File: src/rtl/pwr_fault_monitor.sv
// Rail enable gate: latches ramp-timeout / PWRGD-dropout faults, then sheds rails
// top-down on a ms timer. Optional auto-retry from FLT: PWR_FAULT_AUTO_RETRY_EN.
module pwr_fault_monitor #(
  parameter int NUM_RAILS = 4,
  parameter int CNT_W = 11,
  parameter logic [CNT_W-1:0] TIMEOUT_MS = 11'd50,
`ifdef PWR_FAULT_AUTO_RETRY_EN
  parameter logic [CNT_W-1:0] RETRY_MS = 11'd100,
`endif
  parameter logic [CNT_W-1:0] OFF_DELAY_MS = 11'd2
) (
  input  logic                 sys_clk,
  input  logic                 sys_rst,
  input  logic                 ms_pulse,
  input  logic [NUM_RAILS-1:0] rail_en_req,
  input  logic [NUM_RAILS-1:0] rail_pwrgd,
  input  logic                 clr_fault,
  output logic [NUM_RAILS-1:0] rail_en_out,
  output logic                 fault,
  output logic [NUM_RAILS-1:0] fault_rail,
  output logic [1:0]           fault_code
);

  typedef enum logic [1:0] {
    MON  = 2'd0,
    SHDN = 2'd1,
    FLT  = 2'd2
  } state_t;

  state_t state_q, state_d;

  logic [NUM_RAILS-1:0] en_q, en_d;
  logic [NUM_RAILS-1:0] keep_q, keep_d;
  logic [NUM_RAILS-1:0] frail_q, frail_d;
  logic [NUM_RAILS-1:0] seen_q, seen_d;
  logic [NUM_RAILS-1:0] to_hit, drop_hit;
  logic [NUM_RAILS-1:0] keep_top;
  logic [1:0]           code_q, code_d;
  logic                 fault_q;
  logic [CNT_W-1:0]     tcnt_q [NUM_RAILS];
  logic [CNT_W-1:0]     tcnt_d [NUM_RAILS];
  logic [CNT_W-1:0]     offcnt_q, offcnt_d;
  logic                 clr_ok;
  logic                 exit_flt;

  assign clr_ok = clr_fault & ~(|rail_en_req);

`ifdef PWR_FAULT_AUTO_RETRY_EN
  logic [CNT_W-1:0] retry_q, retry_d;

  always_comb begin
    retry_d = '0;
    if (state_q == FLT && rail_en_req == '0) begin
      retry_d = retry_q;
      if (ms_pulse && retry_q != RETRY_MS)
        retry_d = retry_q + 1'b1;
    end
  end

  always_ff @(posedge sys_clk) begin
    if (sys_rst) retry_q <= '0;
    else         retry_q <= retry_d;
  end

  assign exit_flt = clr_ok |
    ((retry_q == RETRY_MS) & ~(|rail_en_req));
`else
  assign exit_flt = clr_ok;
`endif

  always_comb begin
    for (int i = 0; i < NUM_RAILS; i++) begin
      tcnt_d[i] = tcnt_q[i];
      if (!rail_en_req[i] || rail_pwrgd[i])
        tcnt_d[i] = '0;
      else if (ms_pulse && tcnt_q[i] != TIMEOUT_MS)
        tcnt_d[i] = tcnt_q[i] + 1'b1;
      seen_d[i]   = rail_en_req[i] & (seen_q[i] | rail_pwrgd[i]);
      to_hit[i]   = (tcnt_q[i] == TIMEOUT_MS);
      drop_hit[i] = rail_en_req[i] & seen_q[i] & ~rail_pwrgd[i];
    end
  end

  // one-hot of the highest rail still kept on
  always_comb begin
    keep_top = '0;
    for (int i = 0; i < NUM_RAILS; i++) begin
      if (keep_q[i]) begin
        keep_top    = '0;
        keep_top[i] = 1'b1;
      end
    end
  end

  always_comb begin
    state_d  = state_q;
    en_d     = en_q;
    keep_d   = keep_q;
    offcnt_d = offcnt_q;
    frail_d  = frail_q;
    code_d   = code_q;
    unique case (state_q)
      MON: begin
        en_d     = rail_en_req;
        offcnt_d = '0;
        if (|(to_hit | drop_hit)) begin
          frail_d = to_hit | drop_hit;
          code_d  = (|drop_hit) ? 2'b10 : 2'b01;
          keep_d  = {1'b0, {(NUM_RAILS-1){1'b1}}};
          state_d = SHDN;
        end
      end
      SHDN: begin
        en_d = rail_en_req & keep_q;
        if (keep_q == '0) begin
          state_d = FLT;
        end else if (ms_pulse) begin
          if (offcnt_q == OFF_DELAY_MS - 1'b1) begin
            keep_d   = keep_q & ~keep_top;
            offcnt_d = '0;
          end else begin
            offcnt_d = offcnt_q + 1'b1;
          end
        end
      end
      FLT: begin
        en_d = '0;
        if (exit_flt) begin
          state_d = MON;
          frail_d = '0;
          code_d  = 2'b00;
        end
      end
      default: begin
        en_d    = '0;
        state_d = MON;
      end
    endcase
  end

  always_ff @(posedge sys_clk) begin
    if (sys_rst) begin
      state_q  <= MON;
      en_q     <= '0;
      keep_q   <= '0;
      frail_q  <= '0;
      seen_q   <= '0;
      code_q   <= 2'b00;
      fault_q  <= 1'b0;
      offcnt_q <= '0;
      for (int i = 0; i < NUM_RAILS; i++)
        tcnt_q[i] <= '0;
    end else begin
      state_q  <= state_d;
      en_q     <= en_d;
      keep_q   <= keep_d;
      frail_q  <= frail_d;
      seen_q   <= seen_d;
      code_q   <= code_d;
      fault_q  <= (state_d != MON);
      offcnt_q <= offcnt_d;
      for (int i = 0; i < NUM_RAILS; i++)
        tcnt_q[i] <= tcnt_d[i];
    end
  end

  assign rail_en_out = en_q;
  assign fault       = fault_q;
  assign fault_rail  = frail_q;
  assign fault_code  = code_q;

endmodule

File: config.mk
export PLATFORM = sky130hd
export DESIGN_NAME = pwr_fault_monitor
export DESIGN_NICKNAME = d
export VERILOG_FILES = /design/src/rtl/pwr_fault_monitor.sv
export SDC_FILE = /design/constraint.sdc
export NUM_CORES = 1
export LEC_CHECK = 0
export CAP_MARGIN = 10
export CORE_MARGIN = 5
export CORE_UTILIZATION = 45
export CTS_CLUSTER_SIZE = 40
export DETAILED_ROUTE_END_ITERATION = 12
export GPL_ROUTABILITY_DRIVEN = 0
export PLACE_DENSITY = 0.67
export SETUP_SLACK_MARGIN = 0.4
export SKIP_LAST_GASP = 1
export SLEW_MARGIN = 20
export SYNTH_ARGS = -nofsm -noshare
export SYNTH_HDL_FRONTEND = slang
export SYNTH_SLANG_ARGS = --single-unit
File: constraint.sdc
create_clock -name sys_clk -period 3.25 [get_ports sys_clk]
set_input_delay 0.65 -clock sys_clk [delete_from_list [all_inputs] [get_ports sys_clk]]
set_output_delay 0.65 -clock sys_clk [all_outputs]
set_load 0.1 [all_outputs]
==> flow_summary_export.csv <==
group,metric,value,unit
timing,fmax,0.457,GHz
route,routedWlPerCell,13.4,um
timing,setup_ws,1.06,ns
logic_synthesis,ys_warn_count,0,
pwr,leakage,1.43,nW
global_routing,antenna_found_initial,0,
pwr,pwr-share-seq,48.8,%
die,io_pins,23,
logic_synthesis,synth_cell_types,48,
global_routing,grtUsageTotal,14.7,%
route,drtAntennaViolNets,0,
logic_synthesis,ys.flop_type,"dfxtp_1",
cts,htree_levels,3,
setup_path,crit_buf_inv,3,
logic_synthesis,synth-edff-count,0,
timing,hold_viol_final,0,
route,drt-pass1-iter-count,6,
route,via_count,2637,
placement,place_ws,0.726,ns
run_status,outcome,"complete, no violations",
cts,cts-buffers-inserted,9,
logic_synthesis,yosys_register_bits,75,
setup_path,crit_family,"buffers and inverters",
placement,port_buffers,22,
setup_path,slowest_stage,"clkdlybuf4s50_1",
timing,relSlewSlack,55.3,%
timing,finalSetupTns,0,ns
logic_synthesis,synthesis.nets,395,
pwr,clockPowerShare,40.8,%
timing,rsz0062_at_grt,"false",
pwr,cell_internal_pwr,0.00148,W
pwr,power.net_switching,0.000505,W
cts,clkTransAtPathRegs,0.08,ns
logic_synthesis,async_flop_share,0,%
pwr,swShare,25.5,%
pwr,irDropWorstVdd,301,uV
setup_path,path_max_fanout,13,
placement,hpwl,4.74,mm
finish,drive_gt1_share,12.0,%
global_routing,first_global_vias,2510,
die,fp-row-count,32,
die,die_h,97.6,um
die,floorplan.initialDensity,45.4,%
cts,cts_resized,0,
cts,postCtsHoldBufs,0,
setup_path,cp_slowest_stage_delay,0.73,ns
setup_path,crit_path_end_kind,"register",
finish,syn_to_final_growth,14.7,%
setup_path,crit_chain,"clkdlybuf4s50_1, clkinv_1, buf_4, nand3b_1, nor2_1",
cts,post_cts_buffers,0,
route,vias_per_cell,5.24,
logic_synthesis,ys_seq_area_share,43.5,%
route,drc,0,
route,initialDrtViolationCount,96,
die,fp.coreArea,7610,um^2
die,die_area,9520,um^2
finish,layout.nets,418,
die,fp.dieW,97.6,um
timing,tightest_slew,0.670,ns
timing,finalSetupViolCount,0,
setup_path,cp.arrival,2.39,ns
route,wirelength,6.72,mm
logic_synthesis,synth_top_area_cell,"dfxtp_1",
logic_synthesis,synth_top_cells_by_area,"dfxtp_1 (43%), xor2_1 (6.6%), nor2_1 (5.5%), xnor2_1 (4.8%), ha_1 (3.6%)",
pwr,power_density,500,nW/um^2
pwr,p_comb_share,10.4,%
setup_path,crit_type,"in -> reg",
timing,fin_crit_sh,67.3,%
timing,report.final.slew_viol_count,0,
global_routing,grt_overflow,0,
setup_path,crit_path_start_kind,"input pin",
timing,final.min_clock_period,2.19,ns
global_routing,grt_pass1_wl,11.7,mm
setup_path,crit_required,3.45,ns
logic_synthesis,syn-cell-area,3450,um^2
logic_synthesis,syn_inst,373,
logic_synthesis,syn_avg_cell_area,9.25,um^2
cts,cts_buffer_depth,2,
cts,cts_tree,"built",
min_path,hp-class,"reg -> reg",
global_routing,grt_max_degree,28,
flow_run,maxCapViolCount,0,
timing,finClkSkew,0.00823,ns
cts,cts-root-buf,"clkbuf_8",
cts,cts.sinks,75,
logic_synthesis,synth_top_area_share,43.5,%
finish,n_antenna_cell,0,
cts,insertion_delay,0.33,ns
==> layout make-up <==
cell class | instances | area (um^2)
flip-flops and latches | 75 | 1500
multi-input cells | 273 | 1850
inverters | 13 | 48.8
fillers | 722 | 3650
repair buffers | 24 | 208
clock buffers | 11 | 151
clock inverters | 5 | 75.1
well taps | 102 | 128
==> registers in the layout, indices dropped and copies added (netlist names) <==
name and flops:
rail_en_out 4, tcnt_q 44, fault 1, seen_q 4
state_q 2, fault_rail 4, keep_q 3, offcnt_q 11
fault_code 2
==> worst min-delay path: cells and delay by family, from the launching register on <==
| kind | cells | cell delay (ns) |
|---|---|---|
| and+or+nand+nor | 1 | 0.05 |
| AOI/OAI and AO/OA | 1 | 0.05 |
| DFF | 1 | 0.31 |
==> cell families after synthesis <==
| family | count (synthesis) | synth area share (%) |
|---|---|---|
| AOI/OAI and AO/OA | 47 | 11.5 |
| xor gates and xnor gates | 45 | 11.4 |
| adders and majority gates | 10 | 3.62 |
| buffers and inverters | 25 | 3.01 |
| DFF | 75 | 43.5 |
| muxes | 1 | 0.290 |
| and+or+nand+nor | 170 | 26.7 |
==> synthesized netlist by cell type, types with 3 or more instances <==
master and count:
nand4_1 17, o21ai_1 4, nor2_2 3, a311oi_1 4
or3_1 4, nand3_1 17, xnor2_1 19, nor4_1 7
nand2_1 32, a2111o_1 4, and3_1 9, ha_1 10
nor2_1 51, nand3b_1 8, xor2_1 26, o21ai_0 7
inv_1 11, clkbuf_1 6, nor3_1 7, a21oi_1 12
o211a_1 4, buf_2 5, dfxtp_1 75
==> worst paths after layout <==
kind         slack [ns]     startpoint             to  cells past startpoint
max reg2reg        1.32   tcnt_q[3][1]  fault_code[0]                      6
min reg2reg        0.46  fault_rail[1]  fault_rail[1]                      2
max                1.06        sys_rst   tcnt_q[2][5]                      5
min                0.46  fault_rail[1]  fault_rail[1]                      2
==> cell usage in the layout (no fill, tap or decap), types with 7 or more instances in the layout <==
cell             count
o21ai_0              7
inv_1               11
nand2_1             32
nor3_1               7
nand4_1             17
nand3_1             17
clkbuf_8            11
nor2_1              51
nor4_1               7
a21oi_1             12
and3_1               9
xor2_1              26
buf_4               13
dfxtp_1             75
clkdlybuf4s50_1     11
xnor2_1             19
ha_1                10
nand3b_1             8
==> power by group through the flow <==
stage / Sequential (W) / Combinational (W) / Clock (W)
after floorplan: 0.00105 / 0.0000909 / 0
after global placement: 0.000988 / 0.000206 / 0
after detailed placement: 0.000988 / 0.000207 / 0
after CTS: 0.000967 / 0.000208 / 0.000823
after global routing: 0.000971 / 0.000220 / 0.000868
final: 0.000967 / 0.000206 / 0.000808
==> through the flow <==
step	total power, W	instance area [um^2]	util, %	std cells	hold slack, ns
after floorplan	0.00114	3450	-	373	0.467
after global placement	0.00119	3730	49.1	487	0.450
after detailed placement	0.00120	3730	49.1	487	0.449
after CTS	0.00200	3960	52.0	503	0.462
after global routing	0.00206	3960	52.0	503	0.474
final	0.00198	3960	52.0	503	0.458
==> metal layers <==
layer	part of all wire [%]	wire length, um	up-vias	track usage [%]
li1	-	-	1359	-
met1	50	3330	1235	19.3
met2	46	3100	38	23.8
met3	3.1	209	5	3.23
met4	1.2	78	0	5.43
met5	0	0	-	0
Note: power is estimated with default switching activity, not from simulation.
==> variant 1 (config.mk and constraints unchanged) <==
Set the parameter `NUM_RAILS` to 2 (it was 4).
--- a/src/rtl/pwr_fault_monitor.sv
+++ b/src/rtl/pwr_fault_monitor.sv
@@ -2,5 +2,5 @@
 // top-down on a ms timer. Optional auto-retry from FLT: PWR_FAULT_AUTO_RETRY_EN.
 module pwr_fault_monitor #(
-  parameter int NUM_RAILS = 4,
+  parameter int NUM_RAILS = 2,
   parameter int CNT_W = 11,
   parameter logic [CNT_W-1:0] TIMEOUT_MS = 11'd50,
Interface: changed (resized fault_rail, rail_en_out, rail_en_req and rail_pwrgd); port bits go from 23 to 15. The function was not compared with the original's and may differ.
==> variant 1 against the unedited design <==
  * Utilization rose by 0.78 points
  * Final area fell by 41%
  * Total power fell by 52%
  * Wire length fell by 42%
  * Sequential cell count fell by 30
  * Area after synthesis fell by 39%
  * Critical endpoint is now offcnt_q[8]$_SDFFE_PP0P_
  * Setup slack improved by 0.0018 ns
  * Global-route usage fell by 0.49 points
==> variant 1: results <==
metrics = {
    "global_routing": {
        "grt_pass1_wl_um": 7130,
        "grt_max_degree": 15,
        "track_usage_pct": 14.3,
        "antenna_found_initial": 0,
    },
    "placement": {
        "place.port_buffers": 14,
        "dpl_cell_area_mm2": 0.00227,
        "dpl.hpwl_um": 2790,
        "post-place-ws_ns": 0.752,
    },
    "timing": {
        "skew_ns": 0.00702,
    },
    "route": {
        "wl_um": 3910,
        "first_pass_iters": 4,
        "drtIter0Drc": 119,
        "wl_per_cell_um": 12.8,
        "met3_length_um": 98,
        "wl_met2_um": 1790,
        "met1Wirelength_um": 1980,
    },
    "synthesis": {
        "ys_top_cells_by_count": "dfxtp_1 (45), nor2_1 (37), nand2_1 (18)",
        "synth_adder_area_share_pct": 3.58,
        "yosysSeqAreaShare_pct": 43.0,
        "synth.area.top_cells": "dfxtp_1 (43%), nor2_1 (6.6%), xnor2_1 (5.8%), xor2_1 (4.6%), ha_1 (3.6%)",
        "synthArstFlopShare_pct": 0,
        "synth_fp_nets": 251,
        "netlist_instances": 237,
        "synth-xor-area-share_pct": 10.4,
        "muxShareOfSynthArea_pct": 0,
        "synth-compound-area-share_pct": 11.4,
        "synth_cell_types": 44,
    },
    "clock_network": {
        "htree_levels": 2,
        "clkTransAtPathRegs_ns": 0.08,
        "clkLatencyLatePin_ns": 0.29,
        "numCtsBuffers": 5,
    },
    "final_layout": {
        "layout-drive-gt1-share_pct": 11.1,
        "reg.largest.list": "tcnt_q (22), offcnt_q (11)",
        "nets": 267,
        "fillerInstances": 416,
    },
    "pwr": {
        "peakVddDrop_uv": 262,
        "p_leak_nw": 0.798,
    },
    "status": {
        "status": "complete, no violations",
    },
    "setup_path": {
        "cp.arrival_ns": 2.41,
        "cp_max_fo": 8,
    },
}
==> variant 1: cell types whose count changed after synthesis, sizes merged, moves of 6 or more <==
cell	delta
or2	+6
dfxtp	-30
nand4	-14
xor2	-15
o21ai	-11
nand3	-9
nand2	-15
nor2	-17
buf	-6
and3	-6
==> variant 1: path summary, 6_finish.rpt <==
kind,start,to,slack (ns),cells after the start
worst min register to register,fault_code[0]$_SDFFE_PP0P_,fault_code[0]$_SDFFE_PP0P_,0.48,1
worst min-delay path,fault_code[0]$_SDFFE_PP0P_,fault_code[0]$_SDFFE_PP0P_,0.48,1
worst max-delay path,ms_pulse,offcnt_q[8]$_SDFFE_PP0P_,1.06,5
worst max register to register,tcnt_q[0][12]$_SDFFE_PP0P_,fault_code[1]$_SDFFE_PP0P_,1.15,5
==> variant 1: worst max-delay path: stages <==
cell	delay, ns
clkdlybuf4s50_1	0.62
a21boi_1	0.22
or2_2	0.37
or4_1	0.41
a21oi_1	0.14
==> variant 1: cell type report <==
| cell class | count | area [um^2] | share of cell area (%) |
|---|---|---|---|
| clock buffer | 5 | 68.8 | 2.93 |
| clock inverter | 1 | 5.00 | 0.213 |
| inverter | 7 | 26.3 | 1.12 |
| multi-input combinational | 178 | 1140 | 48.7 |
| sequential | 45 | 901 | 38.4 |
| tap | 52 | 65.1 | 2.77 |
| timing repair buffer | 16 | 138 | 5.86 |
==> variant 1: metal layers <==
metal,vias up,global-route usage [%]
met1,781,19.0
met5,-,0
li1,870,-
met2,18,22.4
met3,2,3.43
met4,0,5.24
==> variant 1: power by group <==
group	switching, mW	internal (mW)
Clock	0.177	0.142
Sequential	0.00615	0.558
Combinational	0.0509	0.0256
Total	0.234	0.726
==> variant 2 (same flow settings) <==
Made on the original files. Take the reset off `en_q` and load it in a clocked block of its own.
--- a/src/rtl/pwr_fault_monitor.sv
+++ b/src/rtl/pwr_fault_monitor.sv
@@ -142,5 +142,4 @@
     if (sys_rst) begin
       state_q  <= MON;
-      en_q     <= '0;
       keep_q   <= '0;
       frail_q  <= '0;
@@ -153,5 +152,4 @@
     end else begin
       state_q  <= state_d;
-      en_q     <= en_d;
       keep_q   <= keep_d;
       frail_q  <= frail_d;
@@ -165,4 +163,8 @@
   end
 
+  always_ff @(posedge sys_clk) begin
+    en_q <= en_d;
+  end
+
   assign rail_en_out = en_q;
   assign fault       = fault_q;
Formal check against the unedited RTL: not equivalent (a bounded check fails within 4 cycles, from zero or initial values and one cycle with sys_rst high).
==> variant 2 against the unedited design <==
  * Final area up 0.32%
  * Utilization down 0.11 points
  * Total power decreased by 0.46%
  * Worst hold slack better by 0.040 ns
  * Critical path depth is 2 lower
  * Area after synthesis up 0.80%
  * Sequential share of layout area fell by 0.12 points
  * Setup slack better by 0.012 ns
  * Sequential cell count did not move
  * Clock skew rose by 0.0067 ns
  * Wire length down 0.92%
  * Non-clock buffer count stayed put
  * Largest cell class unchanged
==> variant 2: results <==
metrics = {
    "status": {
        "status": "complete, no violations",
    },
    "setup_path": {
        "cp_max_fo": 22,
        "r2r_cells": 6,
        "worstSetupEndpoint": "tcnt_q[3][1]$_SDFFE_PP0P_",
        "rrSetupSlack_ns": 1.24,
        "cp.arrival_ns": 2.43,
        "timing.rr.start": "tcnt_q[2][1]$_SDFFE_PP0P_",
    },
    "synthesis": {
        "syn_avg_cell_area_um2": 9.13,
        "synth_cell_types": 49,
        "synth.area.top_cells": "dfxtp_1 (43%), nor2_1 (6.5%), xor2_1 (6.0%), xnor2_1 (4.5%), ha_1 (3.6%)",
        "ys_top_cells_by_count": "dfxtp_1 (75), nor2_1 (60), xor2_1 (24)",
        "yosysSeqAreaShare_pct": 43.1,
        "synth_fp_nets": 403,
    },
    "placement": {
        "dpl.hpwl_um": 4770,
    },
    "global_routing": {
        "grtUsageMet3_pct": 4.14,
        "grt_max_degree": 25,
        "met2_usage_pct": 21.9,
        "grt_pass1_wl_um": 11600,
        "track_usage_pct": 14.6,
        "first_global_vias": 2500,
        "use_met1_pct": 19.9,
    },
    "clock_network": {
        "clkLatencyLatePin_ns": 0.35,
    },
    "pwr": {
        "peakVddDrop_uv": 178,
        "p_leak_nw": 1.38,
        "power.switching_mw": 0.509,
    },
    "timing": {
        "setup-tns-final_ns": 0,
        "skew_ns": 0.0149,
        "worstMarginPinSlew_ns": 0.685,
    },
    "route": {
        "wl_um": 6650,
        "dr_total_vias": 2676,
        "drtIter0Drc": 148,
        "first_pass_iters": 4,
        "vias_per_cell": 5.26,
    },
    "final_layout": {
        "layout-drive-gt1-share_pct": 11.5,
        "nets": 425,
    },
}
## variant 2: metrics by stage
| step | setup WS [ns] | instance area (um^2) |
|---|---|---|
| 4_1_cts | 1.12 | 3970 |
| 3_5_place_dp | 0.727 | 3760 |
| 2_1_floorplan | 1.39 | 3480 |
| 6_report | 1.07 | 3970 |
| 5_1_grt | 0.967 | 3970 |
| 3_3_place_gp | 0.786 | 3760 |
## variant 2: final cells by class
type	count	area, um^2
clock buffers	10	138
clock inverters	5	77.6
fillers	692	3680
inverters	14	52.6
multi-input cells	279	1870
flip-flops and latches	75	1500
well taps	102	128
repair buffers	24	208
## variant 2: how the worst min path moves through the flow
stage | startpoint | end | cells past startpoint | slack (ns)
after floorplan | tcnt_q[2][8]$_SDFFE_PP0P_ | tcnt_q[2][8]$_SDFFE_PP0P_ | 2 | 0.47
after global placement | fault_code[1]$_SDFFE_PP0P_ | fault_code[1]$_SDFFE_PP0P_ | 2 | 0.48
after detailed placement | fault_code[1]$_SDFFE_PP0P_ | fault_code[1]$_SDFFE_PP0P_ | 2 | 0.48
after CTS | seen_q[3]$_SDFF_PP0_ | seen_q[3]$_SDFF_PP0_ | 2 | 0.50
after global routing | seen_q[3]$_SDFF_PP0_ | seen_q[3]$_SDFF_PP0_ | 2 | 0.52
final | fault_code[1]$_SDFFE_PP0P_ | fault_code[1]$_SDFFE_PP0P_ | 2 | 0.50
## variant 2: logic make-up after synthesis
kind of cell / share of synthesized area, %
adder cells (fa/ha/maj): 3.60
AO/OA/AOI/OAI: 10.4
buffers and inverters: 3.20
XOR/XNOR: 10.6
multiplexers: 1.87
flip-flops: 43.1
AND/OR/NAND/NOR: 27.2
## variant 2: critical path, cell delays in order
cell	delay (ns)
clkdlybuf4s50_1	0.76
or3b_2	0.74
a311oi_1	0.28
## variant 2: power groups by stage
stage	combinational, mW	sequential [mW]	clock, mW
3_5_place_dp	0.223	0.989	0
2_1_floorplan	0.105	1.05	0
6_report	0.223	0.968	0.781
5_1_grt	0.238	0.972	0.850
4_1_cts	0.224	0.967	0.808
3_3_place_gp	0.222	0.989	0
## variant 2: metal layers
| layer | vias up | part of all wire [%] |
|---|---|---|
| met1 | 1255 | 50 |
| met2 | 34 | 45 |
| li1 | 1381 | - |
| met5 | - | 0 |
| met4 | 0 | 1.2 |
| met3 | 6 | 3.9 |
